===== src/rtl/frame_capture_if.sv =====
// Video-in / buffer-write bundle for frame_capture.
// master = capture engine, slave = video source plus buffer/status sink.
interface frame_capture_if #(
  parameter int NUM_FRAMES  = 7,
  parameter int PIXEL_WIDTH = 8
);
  logic [23:0]            vid_pData;
  logic                   vid_pVDE;
  logic                   vid_pHSync;
  logic                   vid_pVSync;
  logic                   capture_en;
  logic [NUM_FRAMES-1:0]  wr_we;
  logic [16:0]            wr_addr;
  logic [PIXEL_WIDTH-1:0] wr_data;
  logic [3:0]             cur_frame;
  logic                   frame_valid;
  logic                   frame_done;
  logic                   frame_err;

  modport master (
    input  vid_pData, vid_pVDE, vid_pHSync, vid_pVSync, capture_en,
    output wr_we, wr_addr, wr_data, cur_frame, frame_valid, frame_done, frame_err
  );
  modport slave (
    output vid_pData, vid_pVDE, vid_pHSync, vid_pVSync, capture_en,
    input  wr_we, wr_addr, wr_data, cur_frame, frame_valid, frame_done, frame_err
  );
endinterface


===== src/rtl/frame_capture.sv =====
// Captures active video into NUM_FRAMES rotating buffers, committing a frame on each VSync fall.
// Define FRAME_CAPTURE_GRAY_EN to store (R+2G+B)/4 instead of the G channel.
module frame_capture #(
  parameter int IMAGE_WIDTH  = 316,
  parameter int IMAGE_HEIGHT = 252,
  parameter int NUM_FRAMES   = 7,
  parameter int PIXEL_WIDTH  = 8
) (
  input logic             PixelClk,
  input logic             aRst_n,
  frame_capture_if.master vif
);
  typedef enum logic [1:0] {IDLE, WAIT_VS, CAPTURE} state_t;

  localparam logic [10:0]           W_X    = 11'(IMAGE_WIDTH);
  localparam logic [9:0]            H_Y    = 10'(IMAGE_HEIGHT);
  localparam logic [16:0]           W_A    = 17'(IMAGE_WIDTH);
  localparam logic [3:0]            F_LAST = 4'(NUM_FRAMES - 1);
  localparam logic [NUM_FRAMES-1:0] WE_ONE = NUM_FRAMES'(1);

  state_t                 state_q, state_d;
  logic                   vs_q, vde_q;
  logic [10:0]            x_q, x_d;
  logic [9:0]             y_q, y_d;
  logic [16:0]            base_q, base_d;
  logic [3:0]             wr_frame_q, wr_frame_d, cur_q, cur_d;
  logic                   valid_q, valid_d, done_q, done_d, err_q, err_d;
  logic [NUM_FRAMES-1:0]  we_q, we_d;
  logic [16:0]            addr_q, addr_d;
  logic [PIXEL_WIDTH-1:0] data_q, data_d;
  logic [7:0]             pix;
  logic                   vs_fall, vde_fall, wr_en;
  logic                   unused_sig;

  assign vs_fall  = vs_q & ~vif.vid_pVSync;
  assign vde_fall = vde_q & ~vif.vid_pVDE;
  assign wr_en    = (state_q == CAPTURE) && vif.vid_pVDE && (x_q < W_X) && (y_q < H_Y);

`ifdef FRAME_CAPTURE_GRAY_EN
  logic [9:0] sum;
  assign sum = {2'b00, vif.vid_pData[23:16]} + {1'b0, vif.vid_pData[7:0], 1'b0}
             + {2'b00, vif.vid_pData[15:8]};
  assign pix = sum[9:2];
  assign unused_sig = vif.vid_pHSync;
`else
  assign pix = vif.vid_pData[7:0];
  assign unused_sig = ^{vif.vid_pHSync, vif.vid_pData[23:8]};
`endif

  always_ff @(posedge PixelClk or negedge aRst_n) begin
    if (!aRst_n) state_q <= IDLE;
    else         state_q <= state_d;
  end

  // Dropping capture_en only takes effect at a frame boundary, so frames are never truncated.
  always_comb begin
    state_d = state_q;
    unique case (state_q)
      IDLE:    if (vif.capture_en) state_d = WAIT_VS;
      WAIT_VS: if (vs_fall) state_d = CAPTURE;
      CAPTURE: if (vs_fall && !vif.capture_en) state_d = IDLE;
      default: state_d = IDLE;
    endcase
  end

  always_comb begin
    x_d        = '0;
    y_d        = '0;
    base_d     = '0;
    wr_frame_d = wr_frame_q;
    cur_d      = cur_q;
    valid_d    = valid_q;
    done_d     = 1'b0;
    err_d      = 1'b0;
    we_d       = '0;
    addr_d     = addr_q;
    data_d     = data_q;
    if (wr_en) begin
      we_d   = WE_ONE << wr_frame_q;
      addr_d = base_q + {6'd0, x_q};
      data_d = PIXEL_WIDTH'(pix);
    end
    if (state_q == CAPTURE) begin
      x_d    = x_q;
      y_d    = y_q;
      base_d = base_q;
      if (vs_fall) begin
        x_d    = '0;
        y_d    = '0;
        base_d = '0;
        // wr_frame moves past the committed buffer, so cur_frame is never overwritten.
        if (y_q >= H_Y) begin
          done_d     = 1'b1;
          cur_d      = wr_frame_q;
          valid_d    = 1'b1;
          wr_frame_d = (wr_frame_q == F_LAST) ? 4'd0 : wr_frame_q + 4'd1;
        end else begin
          err_d = 1'b1;
        end
      end else if (vif.vid_pVDE) begin
        if (x_q != '1) x_d = x_q + 11'd1;
      end else if (vde_fall) begin
        x_d = '0;
        if (y_q != '1) y_d = y_q + 10'd1;
        if (y_q < H_Y) base_d = base_q + W_A;
      end
    end
  end

  always_ff @(posedge PixelClk or negedge aRst_n) begin
    if (!aRst_n) begin
      vs_q       <= 1'b0;
      vde_q      <= 1'b0;
      x_q        <= '0;
      y_q        <= '0;
      base_q     <= '0;
      wr_frame_q <= '0;
      cur_q      <= '0;
      valid_q    <= 1'b0;
      done_q     <= 1'b0;
      err_q      <= 1'b0;
      we_q       <= '0;
      addr_q     <= '0;
      data_q     <= '0;
    end else begin
      vs_q       <= vif.vid_pVSync;
      vde_q      <= vif.vid_pVDE;
      x_q        <= x_d;
      y_q        <= y_d;
      base_q     <= base_d;
      wr_frame_q <= wr_frame_d;
      cur_q      <= cur_d;
      valid_q    <= valid_d;
      done_q     <= done_d;
      err_q      <= err_d;
      we_q       <= we_d;
      addr_q     <= addr_d;
      data_q     <= data_d;
    end
  end

  assign vif.wr_we       = we_q;
  assign vif.wr_addr     = addr_q;
  assign vif.wr_data     = data_q;
  assign vif.cur_frame   = cur_q;
  assign vif.frame_valid = valid_q;
  assign vif.frame_done  = done_q;
  assign vif.frame_err   = err_q;
endmodule

===== src/flat_wrapper.sv =====
// flat-port wrapper written by rule: the top's interface ports become plain ports
module frame_capture_flat 
#(
  parameter int IMAGE_WIDTH  = 316,
  parameter int IMAGE_HEIGHT = 252,
  parameter int NUM_FRAMES   = 7,
  parameter int PIXEL_WIDTH  = 8
)
  (PixelClk, aRst_n, vif_vid_pData, vif_vid_pVDE, vif_vid_pHSync, vif_vid_pVSync, vif_capture_en, vif_wr_we, vif_wr_addr, vif_wr_data, vif_cur_frame, vif_frame_valid, vif_frame_done, vif_frame_err);
  frame_capture_if #(.NUM_FRAMES(NUM_FRAMES), .PIXEL_WIDTH(PIXEL_WIDTH)) vif_i ();
  input logic PixelClk;
  input logic aRst_n;
  input wire logic [$bits(vif_i.vid_pData)-1:0] vif_vid_pData;
  input wire logic [$bits(vif_i.vid_pVDE)-1:0] vif_vid_pVDE;
  input wire logic [$bits(vif_i.vid_pHSync)-1:0] vif_vid_pHSync;
  input wire logic [$bits(vif_i.vid_pVSync)-1:0] vif_vid_pVSync;
  input wire logic [$bits(vif_i.capture_en)-1:0] vif_capture_en;
  output wire logic [$bits(vif_i.wr_we)-1:0] vif_wr_we;
  output wire logic [$bits(vif_i.wr_addr)-1:0] vif_wr_addr;
  output wire logic [$bits(vif_i.wr_data)-1:0] vif_wr_data;
  output wire logic [$bits(vif_i.cur_frame)-1:0] vif_cur_frame;
  output wire logic [$bits(vif_i.frame_valid)-1:0] vif_frame_valid;
  output wire logic [$bits(vif_i.frame_done)-1:0] vif_frame_done;
  output wire logic [$bits(vif_i.frame_err)-1:0] vif_frame_err;
  assign vif_i.vid_pData = vif_vid_pData;
  assign vif_i.vid_pVDE = vif_vid_pVDE;
  assign vif_i.vid_pHSync = vif_vid_pHSync;
  assign vif_i.vid_pVSync = vif_vid_pVSync;
  assign vif_i.capture_en = vif_capture_en;
  assign vif_wr_we = vif_i.wr_we;
  assign vif_wr_addr = vif_i.wr_addr;
  assign vif_wr_data = vif_i.wr_data;
  assign vif_cur_frame = vif_i.cur_frame;
  assign vif_frame_valid = vif_i.frame_valid;
  assign vif_frame_done = vif_i.frame_done;
  assign vif_frame_err = vif_i.frame_err;
  frame_capture #(.IMAGE_WIDTH(IMAGE_WIDTH), .IMAGE_HEIGHT(IMAGE_HEIGHT), .NUM_FRAMES(NUM_FRAMES), .PIXEL_WIDTH(PIXEL_WIDTH)) u_core (.PixelClk(PixelClk), .aRst_n(aRst_n), .vif(vif_i));
endmodule

===== config.mk =====
export PLATFORM = sky130hd
export DESIGN_NAME = frame_capture_flat
export DESIGN_NICKNAME = d
export VERILOG_FILES = /design/src/rtl/frame_capture_if.sv /design/src/rtl/frame_capture.sv /design/src/flat_wrapper.sv
export SDC_FILE = /design/constraint.sdc
export NUM_CORES = 1
export LEC_CHECK = 0
export ABC_AREA = 1
export ABC_CLOCK_PERIOD_IN_PS = 1600
export CORE_MARGIN = 2
export CORE_UTILIZATION = 51
export CTS_BUF_LIST = sky130_fd_sc_hd__clkbuf_8
export DETAILED_ROUTE_END_ITERATION = 7
export MAX_ROUTING_LAYER = met4
export PLACE_DENSITY = 0.79
export SLEW_MARGIN = 40
export SYNTH_ARGS = -nofsm -noshare
export SYNTH_HDL_FRONTEND = slang
export SYNTH_SLANG_ARGS = --single-unit

===== constraint.sdc =====
create_clock -name PixelClk -period 1.6 [get_ports PixelClk]
set_clock_uncertainty 0.15 [all_clocks]
set_input_delay 0.4 -clock PixelClk [delete_from_list [all_inputs] [get_ports PixelClk]]
set_output_delay 0.4 -clock PixelClk [all_outputs]
set_load 0.01 [all_outputs]

==> summary.txt, run 1 <==
Timing
  • Endpoints failing hold: 0
  • Slew HR: 67.2%
  • RSZ-0062 raised after global routing: true
  • Final setup margin: -0.529 ns
  • Tcrit/Tclk final: 133%
  • Final Critical Period: 2.13 ns
  • Max Slew Vio Count: 0
  • Setup Total Neg Slack: -15.10 ns
  • Worst slew pin tran: 0.489 ns
  • Final setup fails: 79
  • Achievable frequency: 470 MHz

Cells and area
  • Layout cells sized above 1: 51.1%
  • Nets: 849
  • Post-Layout Inst Area: 7740 um2
  • Area added between synthesis and finish: 69.8%
  • Fillers: 300
  • Antenna cell count: 0
  • Multi-input logic area: 3170 um2
  • Register area: 2090 um2
  • Post-route insts no fill: 918

Synth
  • Syn Area/Cell: 7.65 um2
  • Post-Syn Area: 4560 um2
  • Syn Inst Count: 596
  • Synth top area share: 45.5%
  • Ranking of synthesized cells by area: dfrtp_1 (46%), nand2_1 (15%), inv_1 (5.2%), nand3_1 (5.2%), nor2_1 (4.9%)
  • Number of enable flip-flop cells after synthesis: 0
  • Fraction of registers with async set or reset after synthesis: 100%
  • Mapped Nets: 640
  • Warnings, synthesis: 0
  • Primary FF master, synth: dfrtp_1
  • Yosys top cell by area: dfrtp_1
  • Number of synthesized register bits: 83
  • Seq/Total Area, Yosys: 45.5%
  • Distinct cells, synth: 35

Route
  • DR iter-0 viols: 672
  • Routed vias: 6009
  • Wire per inst: 24.5 um
  • DRC: 59
  • TritonRoute pass-1 iters: 8
  • Detail Route Antenna Nets: 0
  • DRT Wirelength: 22500 um
  • Vias per cell: 6.55

Power
  • Cell internal pwr: 3.88 mW
  • Sw Share: 36.7%
  • Leakage Power: 3.66 nW
  • Tot Pwr: 6.13 mW
  • Max VDD drop: 0.577 mV
  • PwrDens: 792 nW/um2
  • Logic pwr share: 32.3%
  • Clk pwr share: 27.3%
  • Net switching power: 2.25 mW
  • Seq pwr share: 40.4%

Die
  • Ports: 69
  • Chip Width: 98.6 um
  • Initial Util: 52.6%
  • Num rows: 34
  • Core ar.: 8680 um2
  • Die ar.: 9720 um2
  • Die Y-Extent: 98.6 um

Hold path
  • Hold wc startpoint: vif_vid_pVSync
  • Hold crit path type: in2reg
  • Endpoint, Worst Hold: u_core.vs_q
  • Hold Path Stages: 1

Worst setup path
  • Worst EP arrival: 2.25 ns
  • Startpoint Class: register
  • Worst-case reg-to-reg path depth: 9
  • Crit path capture type: register
  • FF-to-FF End: u_core.vif.wr_addr[15]
  • Worst Path Max Fanout: 3
  • Worst r2r src: u_core.base_q[9]
  • Critical Path RT: 1.72 ns
  • R2R setup slack: -0.53 ns
  • Crit path kind: reg2reg

Placed design
  • Post-DP HPWL: 8940 um
  • PortBufs: 51
  • # placed instances: 838
  • Placed Area: 5980 um2
  • GPL Wtd Cong: 0.964

Run
  • Max Cap Viol: 0

Clock network
  • TritonCTS Buffers: 9
  • CTS Sinks: 83
  • Worst-path clk slew: 0.10 ns
  • Clk buf depth: 2
  • H-tree levels: 3
  • CTS root buffer: clkbuf_8
  • CTS tree: done
  • Skew-Pair Late Insertion Delay: 0.39 ns

Status
  • Failing checks: design-rule violations, negative setup slack
  • Status: complete, but fails checks

Global routing
  • Antenna violations before repair: 0
  • Gr ovfl total: 0
  • First-pass GRT wire length: 23900 um
  • GRT Total Usage: 31.8%
  • Vias in the first global route: 5067
  • Largest net degree at the start of global routing: 41
-- critical path, cell delays in order (launching register included) --
cell and delay (ns):
dfrtp_1 0.46, ha_4 0.32, inv_1 0.08, o21bai_1 0.26, nand2_1 0.17, nand2_1 0.16, nand2_1 0.12, nand2_1 0.09
nand3b_1 0.13, nand2_1 0.08
-- kinds of logic after synthesis --
kind of cell / count (synthesis) / share of synthesized area, %
and+or+nand+nor: 341 / 33.2
DFF: 83 / 45.5
buffers and inverters: 82 / 7.38
AOI/OAI and AO/OA: 65 / 7.90
adders and majority gates: 14 / 3.84
xor gates and xnor gates: 11 / 2.11
-- sequential cells by signal, summed over array words and instances, names as in the netlist, 2 cells and up --
name,flops
u_core.vif.wr_addr,17
u_core.base_q,15
u_core.x_q,11
u_core.y_q,10
u_core.vif.wr_data,8
u_core.vif.wr_we,7
u_core.vif.cur_frame,4
u_core.wr_frame_q,4
u_core.state_q,2
-- how the worst max path moves through the flow --
stage,start,end,slack [ns],depth (start not counted)
2_1_floorplan,u_core.y_q[0],u_core.y_q[6],-0.09,9
3_3_place_gp,vif_vid_pVDE,u_core.base_q[12],-0.51,7
3_5_place_dp,vif_vid_pVDE,u_core.base_q[12],-0.57,7
4_1_cts,u_core.x_q[7],u_core.vif.wr_addr[8],-0.15,7
5_1_grt,u_core.x_q[9],u_core.vif.wr_addr[16],-0.60,10
6_report,u_core.base_q[9],u_core.vif.wr_addr[15],-0.53,9
-- metal layers --
layer | up-vias | track usage, % | part of all wire [%]
met4 | 0 | 13.6 | 11
met1 | 2794 | 35.6 | 32
li1 | 2338 | - | -
met2 | 598 | 55.4 | 46
met3 | 279 | 6.10 | 11
met5 | - | - | 0
-- area by class of cell --
class	instances	area share, %
multi-input cells	432	40.9
flip-flops and latches	83	26.9
repair buffers	201	22.8
inverters	73	4.30
well taps	108	1.75
clock buffers	9	1.60
clock inverters	7	0.986
repair inverters	5	0.743
-- timing repair --
action,CTS,global route
hold buffers,1,0
resized for setup,177,224
gates cloned,6,0
hold endpoints to repair,12,0
pin swaps,26,58
endpoints found under the setup margin,113,106
setup buffers,22,40
-- synthesized netlist by cell type (5+ instances only) --
| cell type | n |
|---|---|
| xnor2_1 | 7 |
| o21ai_0 | 18 |
| a21oi_1 | 24 |
| nand3b_1 | 7 |
| inv_2 | 9 |
| nand4_1 | 11 |
| nor3_1 | 10 |
| nor2_1 | 59 |
| nand2_1 | 187 |
| ha_1 | 14 |
| o21ai_1 | 10 |
| o21ai_2 | 5 |
| buf_2 | 6 |
| inv_1 | 63 |
| dfrtp_1 | 83 |
| nand3_1 | 47 |
-- layout by cell type, fill, tap and decap left out, drive strengths merged, types with 2 or more instances in the layout --
cell type / synthesis / layout
a21oi: 24 / 24
a31oi: 2 / 2
buf: 9 / 150
clkbuf: 0 / 20
clkdlybuf4s15: 0 / 23
clkdlybuf4s50: 0 / 9
clkinv: 0 / 4
clkinvlp: 0 / 3
dfrtp: 83 / 83
dlygate4sd2: 0 / 7
ha: 14 / 14
inv: 73 / 77
nand2: 192 / 193
nand3: 48 / 48
nand3b: 7 / 7
nand4: 11 / 11
nor2: 65 / 65
nor3: 12 / 12
nor3b: 3 / 3
o21ai: 33 / 33
o21bai: 2 / 2
o31ai: 2 / 2
or2: 3 / 3
xnor2: 7 / 7
xor2: 4 / 4
-- through the flow --
stage / hold slack, ns / worst slack [ns] / utilization (%)
2_1_floorplan: -0.0456 / -0.0919 / -
3_3_place_gp: 0.123 / -0.507 / 68.9
3_5_place_dp: 0.122 / -0.572 / 68.9
4_1_cts: 0.196 / -0.152 / 78.6
5_1_grt: 0.197 / -0.597 / 89.2
6_report: 0.193 / -0.529 / 89.2
-- power by group through the flow --
| stage | clock (mW) | combinational, mW | sequential, mW |
|---|---|---|---|
| after CTS | 1.57 | 1.36 | 2.41 |
| after global routing | 1.72 | 2.07 | 2.48 |
| after global placement | 0 | 1.13 | 2.43 |
| after floorplan | 0 | 0.471 | 2.51 |
| after detailed placement | 0 | 1.18 | 2.44 |
| final | 1.67 | 1.98 | 2.48 |
Note: power is estimated with default switching activity, not from simulation.
==> run 2: changes to the inputs <==
--- a/config.mk
+++ b/config.mk
@@ -5,10 +5,9 @@
 export SDC_FILE = /design/constraint.sdc
 export NUM_CORES = 1
 export LEC_CHECK = 0
-export ABC_AREA = 1
 export ABC_CLOCK_PERIOD_IN_PS = 1600
 export CORE_MARGIN = 2
-export CORE_UTILIZATION = 51
+export CORE_UTILIZATION = 50
 export CTS_BUF_LIST = sky130_fd_sc_hd__clkbuf_8
 export DETAILED_ROUTE_END_ITERATION = 7
 export MAX_ROUTING_LAYER = met4
==> run 2 against run 1 <==
The flow finishes with violations (negative setup slack). Largest cell class unchanged. Clock power increased by 7%. Routed wire length decreased by 19%. First-iteration DRC count decreased by 29%. Critical endpoint is now u_core.base_q[16]. Hold slack improved by 0.0088 ns.
==> summary.txt, run 2 <==
Status
  • Status: complete, but fails checks
  • Failing checks: negative setup slack

Timing
  • Max Slew Vio Count: 0 (unchanged)
  • Setup Total Neg Slack: -32.81 ns (-17.71 ns)
  • Endpoints failing hold: 0 (unchanged)
  • Worst slew pin tran: 0.455 ns (-0.0334 ns)
  • Slew HR: 69.6% (+2.5 points)
  • Achievable frequency: 437 MHz (-7.0%)
  • Final setup fails: 82 (+3.8%)
  • RSZ-0062 raised after global routing: true
  • Tcrit/Tclk final: 143% (+10 points)
  • Final Critical Period: 2.29 ns (+0.161 ns)
  • Final setup margin: -0.690 ns (-0.161 ns)

Placed design
  • Post-Place Setup Slack: -1.01 ns (-0.443 ns)
  • # placed instances: 665 (-21%)
  • PortBufs: 51 (unchanged)
  • GPL Wtd Cong: 0.871 (-9.6%)
  • Post-DP HPWL: 7170 um (-20%)

Clock network
  • CTS tree: done
  • CTS Sinks: 83 (unchanged)
  • Skew-Pair Late Insertion Delay: 0.38 ns (about the same)
  • TritonCTS Buffers: 9 (unchanged)
  • CTS root buffer: clkbuf_8
  • H-tree levels: 3 (unchanged)
  • Clk buf depth: 2 (unchanged)
  • Worst-path clk slew: 0.09 ns (about the same)

Cells and area
  • Register area: 2080 um2 (-0.18%)
  • Layout cells sized above 1: 45.0% (-6.1 points)
  • Antenna cell count: 0 (unchanged)
  • Most frequent cells in the layout: buf_4 (109), dfrtp_1 (79), nand2_1 (68)
  • Fillers: 342 (+14%)
  • Most common cell after layout, fill and taps aside: buf_4
  • Nets: 672 (-21%)
  • Max reg flops: 17 (unchanged)
  • Area added between synthesis and finish: 70.2%
  • Post-route insts no fill: 738 (-20%)
  • Multi-input logic area: 2680 um2 (-15%)

Worst setup path
  • Worst EP arrival: 2.45 ns (+0.20 ns)
  • Worst Path Max Fanout: 4 (+1)
  • Crit path capture type: register
  • Crit path kind: reg2reg
  • Critical Path RT: 1.76 ns (+0.04 ns)
  • Startpoint Class: register

Power
  • Leakage Power: 3.19 nW (-13%)
  • PwrDens: 910 nW/um2 (+15%)
  • Tot Pwr: 6.39 mW (+4.3%)
  • Max VDD drop: 0.812 mV (+41%)

Route
  • DR iter-0 viols: 479 (-29%)
  • TritonRoute pass-1 iters: 7 (-1)
  • Wire per inst: 24.7 um (+0.78%)
  • DRT Wirelength: 18200 um (-19%)
  • Detail Route Antenna Nets: 0 (unchanged)
  • DRC: 0 (-100%)
  • Routed vias: 4864 (-19%)
  • Vias per cell: 6.59 (+0.69%)

Synth
  • Top post-synthesis cells by count: dfrtp_1 (83), nand2_1 (81), nor2_1 (36), nand3_1 (20), o21ai_0 (20)
  • Primary FF master, synth: dfrtp_1
  • Syn Area/Cell: 9.52 um2 (+24%)
  • Warnings, synthesis: 0 (unchanged)
  • Yosys top cell by area: dfrtp_1
  • Distinct cells, synth: 54 (+54%)
  • Synth top area share: 50.4% (+4.8 points)
  • Post-Syn Area: 4120 um2 (-9.6%)
  • Most frequent cell after synthesis: dfrtp_1
  • Number of enable flip-flop cells after synthesis: 0 (unchanged)
  • Number of synthesized register bits: 83 (unchanged)
  • Fraction of registers with async set or reset after synthesis: 100% (unchanged)
  • Syn Inst Count: 433 (-27%)
  • Ranking of synthesized cells by area: dfrtp_1 (50%), nand2_1 (7.4%), ha_1 (4.2%), xnor2_1 (3.6%), nor2_1 (3.3%)
  • Mapped Nets: 477 (-25%)
  • Seq/Total Area, Yosys: 50.4% (+4.8 points)

Die
  • Ports: 69 (unchanged)
  • Core ar.: 8090 um2 (-6.7%)
  • Die Y-Extent: 94.8 um (-3.8%)
  • Die ar.: 8990 um2 (-7.5%)
  • Num rows: 33 (-2.9%)
  • Initial Util: 50.9% (-1.6 points)
  • Chip Width: 94.8 um (-3.8%)

Global routing
  • Gr ovfl total: 0 (unchanged)
  • Largest net degree at the start of global routing: 84 (+100%)
  • Vias in the first global route: 4278 (-16%)
  • Antenna violations before repair: 0 (unchanged)
  • First-pass GRT wire length: 21800 um (-8.9%)
  • GRT Total Usage: 33.0% (+1.3 points)

Hold path
  • Hold crit path type: in2reg

Run
  • Max Cap Viol: 0 (unchanged)
[run 2: cell types whose count changed after synthesis, sizes merged, moves of 8 or more]
cell    change
nand2     -111
inv        -62
nor2       -29
nand3      -28
a21oi      -15
clkbuf     +13
xnor2      +10
a211oi      +9
nand4       -8
xor2        +8
[run 2: what timing repair did]
item                       CTS  global route
hold endpoints to repair    83             0
gates resized for setup    112           139
cloned                       4             0
setup endpoints to repair  117           109
hold buffers                 1             0
setup buffers               17            37
pin swaps                   30            33
[run 2: final cells by class]
cell class	instances	area share, %
clock inverter	7	1.52
inverter	11	0.588
multi-input combinational	323	38.2
sequential	83	29.7
clock buffer	9	1.77
tap	105	1.87
timing repair buffer	200	26.4
[run 2: kinds of logic after synthesis]
group           synth area share [%]
mux                            0.516
buf+inv                         2.82
xor+xnor                        6.16
fa+ha+maj                       4.25
compound gates                  13.7
flops                           50.4
simple gates                    22.2
[run 2: metrics by stage]
step                area (um2)  hold WS (ns)  util (%)
floorplan                 4260       -0.0456         -
global placement          5550         0.299      68.6
detailed placement        5550         0.303      68.6
CTS                       6320         0.208      78.1
global route              7020         0.202      86.7
finish                    7020         0.202      86.7
[run 2: routing by layer]
layer | up-vias | track usage, % | part of all wire (%)
met5 | - | - | 0
met4 | 0 | 17.4 | 7.9
met3 | 166 | 5.83 | 9.3
met2 | 434 | 55.4 | 48
met1 | 2349 | 37.8 | 35
li1 | 1915 | - | -
[run 2: critical path, stage by stage (launching register included)]
cell      delay [ns]
dfrtp_1         0.46
inv_1           0.09
ha_2            0.20
or3b_4          0.25
a31oi_4         0.10
a2111o_1        0.38
or4_4           0.45
a21oi_2         0.15
[run 2: power by group]
group / switching [mW] / leakage [nW] / internal, mW
clock network: 0.872 / 0.116 / 0.906
registers: 0.187 / 1.11 / 2.38
logic: 1.01 / 1.95 / 1.04
total: 2.07 / 3.19 / 4.32
[run 2: worst paths after layout]
check / from / end / slack (ns) / cells after the start
max reg2reg: u_core.base_q[2] / u_core.base_q[16] / -0.69 / 7
max in group asynchronous: aRst_n / u_core.base_q[5] / 0.50 / 3
min: vif_vid_pVSync / u_core.vs_q / 0.20 / 1
min in group asynchronous: aRst_n / u_core.state_q[0] / 0.43 / 3
max: u_core.base_q[2] / u_core.base_q[16] / -0.69 / 7
min reg2reg: u_core.vif.wr_addr[8] / u_core.vif.wr_addr[8] / 0.35 / 2
